<file path="src/rtl/game_timer_if.sv">
// game_timer control/status bundle.
// master: game FSM side, slave: timer side.
interface game_timer_if #(
    parameter int SEC_W = 10
);
    logic             load;
    logic [SEC_W-1:0] sec_load;
    logic             mode_up;
    logic             start;
    logic             pause;
    logic             halt;
    logic [SEC_W-1:0] seconds_out;
    logic             running;
    logic             tick;
    logic             warning;
    logic             time_elapsed;

    modport master (
        output load, sec_load, mode_up,
        output start, pause, halt,
        input  seconds_out, running, tick,
        input  warning, time_elapsed
    );

    modport slave (
        input  load, sec_load, mode_up,
        input  start, pause, halt,
        output seconds_out, running, tick,
        output warning, time_elapsed
    );
endinterface

</file>
<file path="src/rtl/game_timer.sv">
// Second-resolution up/down game timer with pause/halt and warning.
// Define GAME_TIMER_BCD_EN to add the registered bcd_out port.
module game_timer #(
    parameter int CLK_HZ   = 100_000_000,
    parameter int SEC_W    = 10,
    parameter int WARN_SEC = 10
) (
    input logic         clk,
    input logic         rst,
    game_timer_if.slave bus
`ifdef GAME_TIMER_BCD_EN
    ,
    output logic [4*((SEC_W*30103+99999)/100000)-1:0] bcd_out
`endif
);

    localparam int PW = $clog2(CLK_HZ);
    localparam logic [PW-1:0] P_LAST = PW'(CLK_HZ - 1);

    typedef enum logic [2:0] {
        S_IDLE,
        S_RUN,
        S_PAUSE,
        S_HALT,
        S_EXP
    } state_t;

    state_t           state_q, state_n;
    logic [SEC_W-1:0] sec_q, sec_n;
    logic [SEC_W-1:0] lim_q, lim_n;
    logic             dir_q, dir_n;
    logic [PW-1:0]    pre_q, pre_n;
    logic             tick_q, tick_n;
    logic             run_q, run_n;
    logic             warn_q, warn_n;
    logic             exp_q, exp_n;

    logic [SEC_W-1:0] sec_step;
    logic             at_final;
    logic             step_final;

    // Final value test for the current value and the next step.
    always_comb begin
        sec_step   = dir_q ? sec_q + SEC_W'(1) : sec_q - SEC_W'(1);
        at_final   = dir_q ? (sec_q == lim_q) : (sec_q == '0);
        step_final = dir_q ? (sec_step == lim_q) : (sec_step == '0);
    end

    // Next state and next register values, load first.
    always_comb begin
        state_n = state_q;
        sec_n   = sec_q;
        lim_n   = lim_q;
        dir_n   = dir_q;
        pre_n   = pre_q;
        tick_n  = 1'b0;
        if (bus.load) begin
            dir_n   = bus.mode_up;
            sec_n   = bus.mode_up ? '0 : bus.sec_load;
            lim_n   = bus.mode_up ? bus.sec_load : lim_q;
            pre_n   = '0;
            state_n = S_IDLE;
        end else begin
            unique case (state_q)
                S_IDLE: begin
                    if (bus.start && !at_final)
                        state_n = S_RUN;
                end
                S_RUN: begin
                    if (bus.halt) begin
                        state_n = S_HALT;
                    end else if (bus.pause) begin
                        state_n = S_PAUSE;
                    end else if (pre_q == P_LAST) begin
                        pre_n  = '0;
                        sec_n  = sec_step;
                        tick_n = 1'b1;
                        if (step_final)
                            state_n = S_EXP;
                    end else begin
                        pre_n = pre_q + PW'(1);
                    end
                end
                S_PAUSE: begin
                    if (bus.halt)
                        state_n = S_HALT;
                    else if (!bus.pause)
                        state_n = S_RUN;
                end
                S_HALT, S_EXP: begin
                    state_n = state_q;
                end
                default: begin
                    state_n = S_IDLE;
                end
            endcase
        end
    end

    // Status flags derived from the state being entered.
    always_comb begin
        run_n  = (state_n == S_RUN);
        exp_n  = (state_n == S_EXP);
        warn_n = !dir_n
              && (state_n == S_RUN || state_n == S_PAUSE)
              && (sec_n != '0)
              && (32'(sec_n) <= 32'(WARN_SEC));
    end

    // Timer registers, synchronous reset.
    always_ff @(posedge clk) begin
        if (rst) begin
            state_q <= S_IDLE;
            sec_q   <= '0;
            lim_q   <= '0;
            dir_q   <= 1'b0;
            pre_q   <= '0;
            tick_q  <= 1'b0;
            run_q   <= 1'b0;
            warn_q  <= 1'b0;
            exp_q   <= 1'b0;
        end else begin
            state_q <= state_n;
            sec_q   <= sec_n;
            lim_q   <= lim_n;
            dir_q   <= dir_n;
            pre_q   <= pre_n;
            tick_q  <= tick_n;
            run_q   <= run_n;
            warn_q  <= warn_n;
            exp_q   <= exp_n;
        end
    end

    assign bus.seconds_out  = sec_q;
    assign bus.running      = run_q;
    assign bus.tick         = tick_q;
    assign bus.warning      = warn_q;
    assign bus.time_elapsed = exp_q;

`ifdef GAME_TIMER_BCD_EN
    localparam int BCD_W = 4 * ((SEC_W * 30103 + 99999) / 100000);

    // Double-dabble binary to packed BCD.
    function automatic logic [BCD_W-1:0] to_bcd(
        input logic [SEC_W-1:0] bin
    );
        logic [BCD_W-1:0] acc;
        acc = '0;
        for (int i = SEC_W - 1; i >= 0; i--) begin
            for (int d = 0; d < BCD_W / 4; d++) begin
                if (acc[4*d +: 4] >= 4'd5)
                    acc[4*d +: 4] = acc[4*d +: 4] + 4'd3;
            end
            acc = {acc[BCD_W-2:0], bin[i]};
        end
        return acc;
    endfunction

    logic [BCD_W-1:0] bcd_q;

    // BCD tracks the value written into seconds_out.
    always_ff @(posedge clk) begin
        if (rst)
            bcd_q <= '0;
        else
            bcd_q <= to_bcd(sec_n);
    end

    assign bcd_out = bcd_q;
`endif

endmodule

</file>
<file path="src/flat_wrapper.sv">
// flat-port wrapper written by rule: the top's interface ports become plain ports
module game_timer_flat 
#(
    parameter int CLK_HZ   = 100_000_000,
    parameter int SEC_W    = 10,
    parameter int WARN_SEC = 10
)
  (clk, rst, bus_load, bus_sec_load, bus_mode_up, bus_start, bus_pause, bus_halt, bus_seconds_out, bus_running, bus_tick, bus_warning, bus_time_elapsed);
  game_timer_if #(.SEC_W(SEC_W)) bus_i ();
  input logic clk;
  input logic rst;
  input wire logic [$bits(bus_i.load)-1:0] bus_load;
  input wire logic [$bits(bus_i.sec_load)-1:0] bus_sec_load;
  input wire logic [$bits(bus_i.mode_up)-1:0] bus_mode_up;
  input wire logic [$bits(bus_i.start)-1:0] bus_start;
  input wire logic [$bits(bus_i.pause)-1:0] bus_pause;
  input wire logic [$bits(bus_i.halt)-1:0] bus_halt;
  output wire logic [$bits(bus_i.seconds_out)-1:0] bus_seconds_out;
  output wire logic [$bits(bus_i.running)-1:0] bus_running;
  output wire logic [$bits(bus_i.tick)-1:0] bus_tick;
  output wire logic [$bits(bus_i.warning)-1:0] bus_warning;
  output wire logic [$bits(bus_i.time_elapsed)-1:0] bus_time_elapsed;
  assign bus_i.load = bus_load;
  assign bus_i.sec_load = bus_sec_load;
  assign bus_i.mode_up = bus_mode_up;
  assign bus_i.start = bus_start;
  assign bus_i.pause = bus_pause;
  assign bus_i.halt = bus_halt;
  assign bus_seconds_out = bus_i.seconds_out;
  assign bus_running = bus_i.running;
  assign bus_tick = bus_i.tick;
  assign bus_warning = bus_i.warning;
  assign bus_time_elapsed = bus_i.time_elapsed;
  game_timer #(.CLK_HZ(CLK_HZ), .SEC_W(SEC_W), .WARN_SEC(WARN_SEC)) u_core (.clk(clk), .rst(rst), .bus(bus_i));
endmodule
</file>
<file path="config.mk">
export PLATFORM = sky130hd
export DESIGN_NAME = game_timer_flat
export DESIGN_NICKNAME = d
export VERILOG_FILES = /design/src/rtl/game_timer_if.sv /design/src/rtl/game_timer.sv /design/src/flat_wrapper.sv
export SDC_FILE = /design/constraint.sdc
export NUM_CORES = 1
export LEC_CHECK = 0
export ABC_CLOCK_PERIOD_IN_PS = 6100
export CORE_UTILIZATION = 60
export CTS_CLUSTER_SIZE = 12
export DETAILED_ROUTE_END_ITERATION = 12
export GPL_ROUTABILITY_DRIVEN = 0
export PLACE_DENSITY = 0.83
export SLEW_MARGIN = 20
export SYNTH_ARGS = -nofsm -noshare
export SYNTH_HDL_FRONTEND = slang
export SYNTH_SLANG_ARGS = --single-unit
export TNS_END_PERCENT = 5
</file>
<file path="constraint.sdc">
create_clock -name clk -period 6.1 [get_ports clk]
set_clock_uncertainty 0.05 [all_clocks]
set_input_delay 0.915 -clock clk [delete_from_list [all_inputs] [get_ports clk]]
set_output_delay 0.915 -clock clk [all_outputs]
set_load 0.02 [all_outputs]
</file>
==> key figures <==
Pwr
  • Sequential Power Share: 0.461
  • Max VDD drop: 215 uV
  • Sw power: 240 uW
  • P per Cell Area: 211 nW/um^2
  • Tot Pwr: 826 uW
  • Int Pwr: 585 uW
  • Leakage power: 0.00149 uW
  • Sw Share: 0.291
  • Combinational Power Share: 0.237
  • Clock power frac: 0.302

Critical path
  • Classification of the worst setup path: input port to flip-flop
  • Crit path largest cell delay: 0.55 ns
  • Startpoint Class: input port
  • CP delay by family, top: simple AND/OR/NAND/NOR gates
  • WP buf/inv: 1
  • CP max FO: 13
  • Critical-path cell list: clkdlybuf4s50_1, or3b_2, nor4_4, nand3_4, mux2_2, o21a_1, and4_1, and4bb_1, o2111ai_1, a211oi_2
  • CP required: 6.29 ns
  • Slowest-stage cell, CP: or3b_2
  • Worst Setup End Kind: flip-flop
  • Worst Path Arrival: 4.10 ns

Synth
  • Synth top area cells: dfxtp_1, xor2_1, nor2_1
  • Sequential share of the synthesized area: 0.315
  • Most common flop cell mapped by yosys: dfxtp_1
  • Yosys warnings: 0
  • Top-area cell type share of the netlist area: 0.315
  • Yosys reg bits: 55
  • Mux cell area share after synthesis: 0.0362
  • Fraction of the mapped netlist area in adder cells: 0.0416
  • Synth Area in Compound Gates: 0.162
  • Mapped Cells: 435
  • Yosys top cell by area: dfxtp_1
  • Simple-Gate Fraction of Synth Area: 0.286
  • FFs w/ async S/R, synth: 0
  • Synth Area per Inst: 8.02 sq um
  • Largest family of logic cells by synthesized area: simple AND/OR/NAND/NOR gates
  • Synth unique cells: 64
  • Post-synth EDFFs: 0
  • Synth Area in XOR/XNOR: 0.124
  • Synthesized Nets: 463
  • Cell Area, Synth: 3490 sq um

Place
  • Placement Setup Slack: 1.91 ns
  • IO buf count: 30
  • Placed wire-length estimate: 6500 um

CTS
  • Clk Tree Root Cell: clkbuf_8
  • CTS tree: built
  • Setup Fix Bufs, Post-CTS: 0
  • Worst-path clk slew: 0.10 ns
  • Clock sinks: 55
  • H-tree Lvls: 2
  • Clock Tree Buf Depth: 2
  • Skew-Pair Late Insertion Delay: 0.30 ns
  • PostCTS Resize Cnt: 0
  • CTS Hold Bufs: 0
  • CTS buffer count: 5

Route
  • Drt wl/cell: 16.2 um
  • Antenna-violating nets left: 0
  • Starting DRT DRC Count: 203
  • WL final: 8510 um
  • Routed via count: 3262
  • Drc violations: 0
  • Via density: 6.20
  • Drt first pass iters: 4

Global route
  • Initial antenna violation count: 0
  • Pin count of the biggest net entering global routing: 28
  • Gr ovfl total: 0
  • Vias in the first global route: 3178
  • GRT Util Overall: 0.299
  • First-pass GRT wire length: 14500 um

Timing
  • Fmax: 255 MHz
  • TNS Setup: 0 ns
  • RSZ-0062 raised after global routing: false
  • Final WS setup: 2.18 ns
  • Fin. max-slew vios: 0
  • Minimum clock period: 3.92 ns
  • Final hold slack: 0.425 ns
  • Max-slew headroom: 0.374
  • Final Hold Viols: 0
  • Tcrit/Tclk final: 0.642
  • Endpoints failing setup: 0
  • Slew @ Worst Pin: 0.937 ns

Final layout
  • ANT cells: 0
  • Nets: 481
  • Post-layout util: 0.707
  • Synthesis-to-finish area growth: 12.2%
  • Layout cells sized above 1: 0.0595

Floorplan
  • Core Region: 5540 sq um
  • IO Pins: 31
  • Die ar.: 6130 sq um
  • Placement row count: 27
  • Chip height: 78.3 um
  • Initial Util: 0.630
  • Die X: 78.3 um

Min path
  • Hold Path Class: flip-flop to flip-flop

Run status
  • Status: completed

Flow run
  • Maxcap violations: 0
[cells in the mapped netlist (all sizes together) (4+ instances only)]
library cell,n
mux2i,7
clkbuf,16
nand2,51
ha,10
mux2,5
nor3,11
xnor2,19
dfxtp,55
nor4,10
o21a,5
a21o,10
nor2,56
o21ai,13
and3,6
xor2,28
inv,9
a21oi,24
nand3,16
or2,4
nand4,12
a31oi,4
or3,8
[layout make-up]
| cell class | count | area, sq um |
|---|---|---|
| multi-input cells | 351 | 2270 |
| fillers | 447 | 1620 |
| flip-flops and latches | 55 | 1100 |
| repair buffers | 30 | 300 |
| well taps | 72 | 90.1 |
| clock buffers | 6 | 82.6 |
| inverters | 10 | 37.5 |
| clock inverters | 2 | 35.0 |
[power by group through the flow]
| stage | Sequential [uW] | Clock (uW) | Combinational, uW |
|---|---|---|---|
| final | 381 | 249 | 196 |
| after global routing | 382 | 265 | 215 |
| after CTS | 380 | 251 | 192 |
| after detailed placement | 388 | 0 | 191 |
| after global placement | 388 | 0 | 188 |
| after floorplan | 388 | 0 | 137 |
[registers in the layout (all words and copies together), names as in the netlist]
register and flops:
u_core.lim_q 10, u_core.state_q 3, u_core.bus.time_elapsed 1, u_core.bus.seconds_out 10, u_core.bus.warning 1, u_core.bus.running 1, u_core.dir_q 1, u_core.bus.tick 1
u_core.pre_q 27
[cell usage in the layout, fill, tap and decap left out, types with 3 or more instances in the layout]
cell,n
nor2_1,55
dfxtp_1,55
nand2_1,51
clkdlybuf4s50_1,30
xor2_1,28
a21oi_1,24
xnor2_1,19
nand3_1,15
o21ai_0,13
nand4_1,12
nor3_1,11
a21o_1,10
ha_1,10
inv_1,9
nor4_1,9
or3_1,8
mux2i_1,7
and3_1,6
clkbuf_8,6
o21a_1,5
mux2_2,5
or2_2,4
a31oi_1,4
nor2b_1,3
or4_1,3
[stage by stage]
step	cell area, sq um	cells
after global placement	3800	518
after detailed placement	3800	518
after CTS	3920	526
after floorplan	3490	435
final	3920	526
after global routing	3920	526
[tightest hold or removal path, cell delays in order, from the launching register on]
cell and delay (ns):
dfxtp_1 0.33, nand2_1 0.05, a21oi_1 0.05
[metal layers]
layer	share of wire	wire length, um	track usage	vias to the layer above
met5	0	0	0	-
met4	0.024	208	0.120	0
met3	0.047	397	0.0384	21
met2	0.49	4180	0.512	100
met1	0.44	3730	0.380	1550
li1	-	-	-	1591
[final timing paths]
check | start | endpoint | slack [ns] | cells past startpoint
max reg2reg | u_core.dir_q | u_core.bus.running | 2.28 | 11
min reg2reg | u_core.lim_q[0] | u_core.lim_q[0] | 0.42 | 2
min | u_core.lim_q[0] | u_core.lim_q[0] | 0.42 | 2
max | bus_pause | u_core.bus.warning | 2.18 | 10
[kinds of logic (layout without fill, tap and decap cells)]
group | count (synthesis) | in the layout
and+or+nand+nor | 196 | 196
AOI/OAI and AO/OA | 84 | 84
DFF | 55 | 55
xor gates and xnor gates | 48 | 48
buffers and inverters | 29 | 48
muxes | 12 | 12
adders and majority gates | 11 | 11
Power figures use the tool's default switching activity.
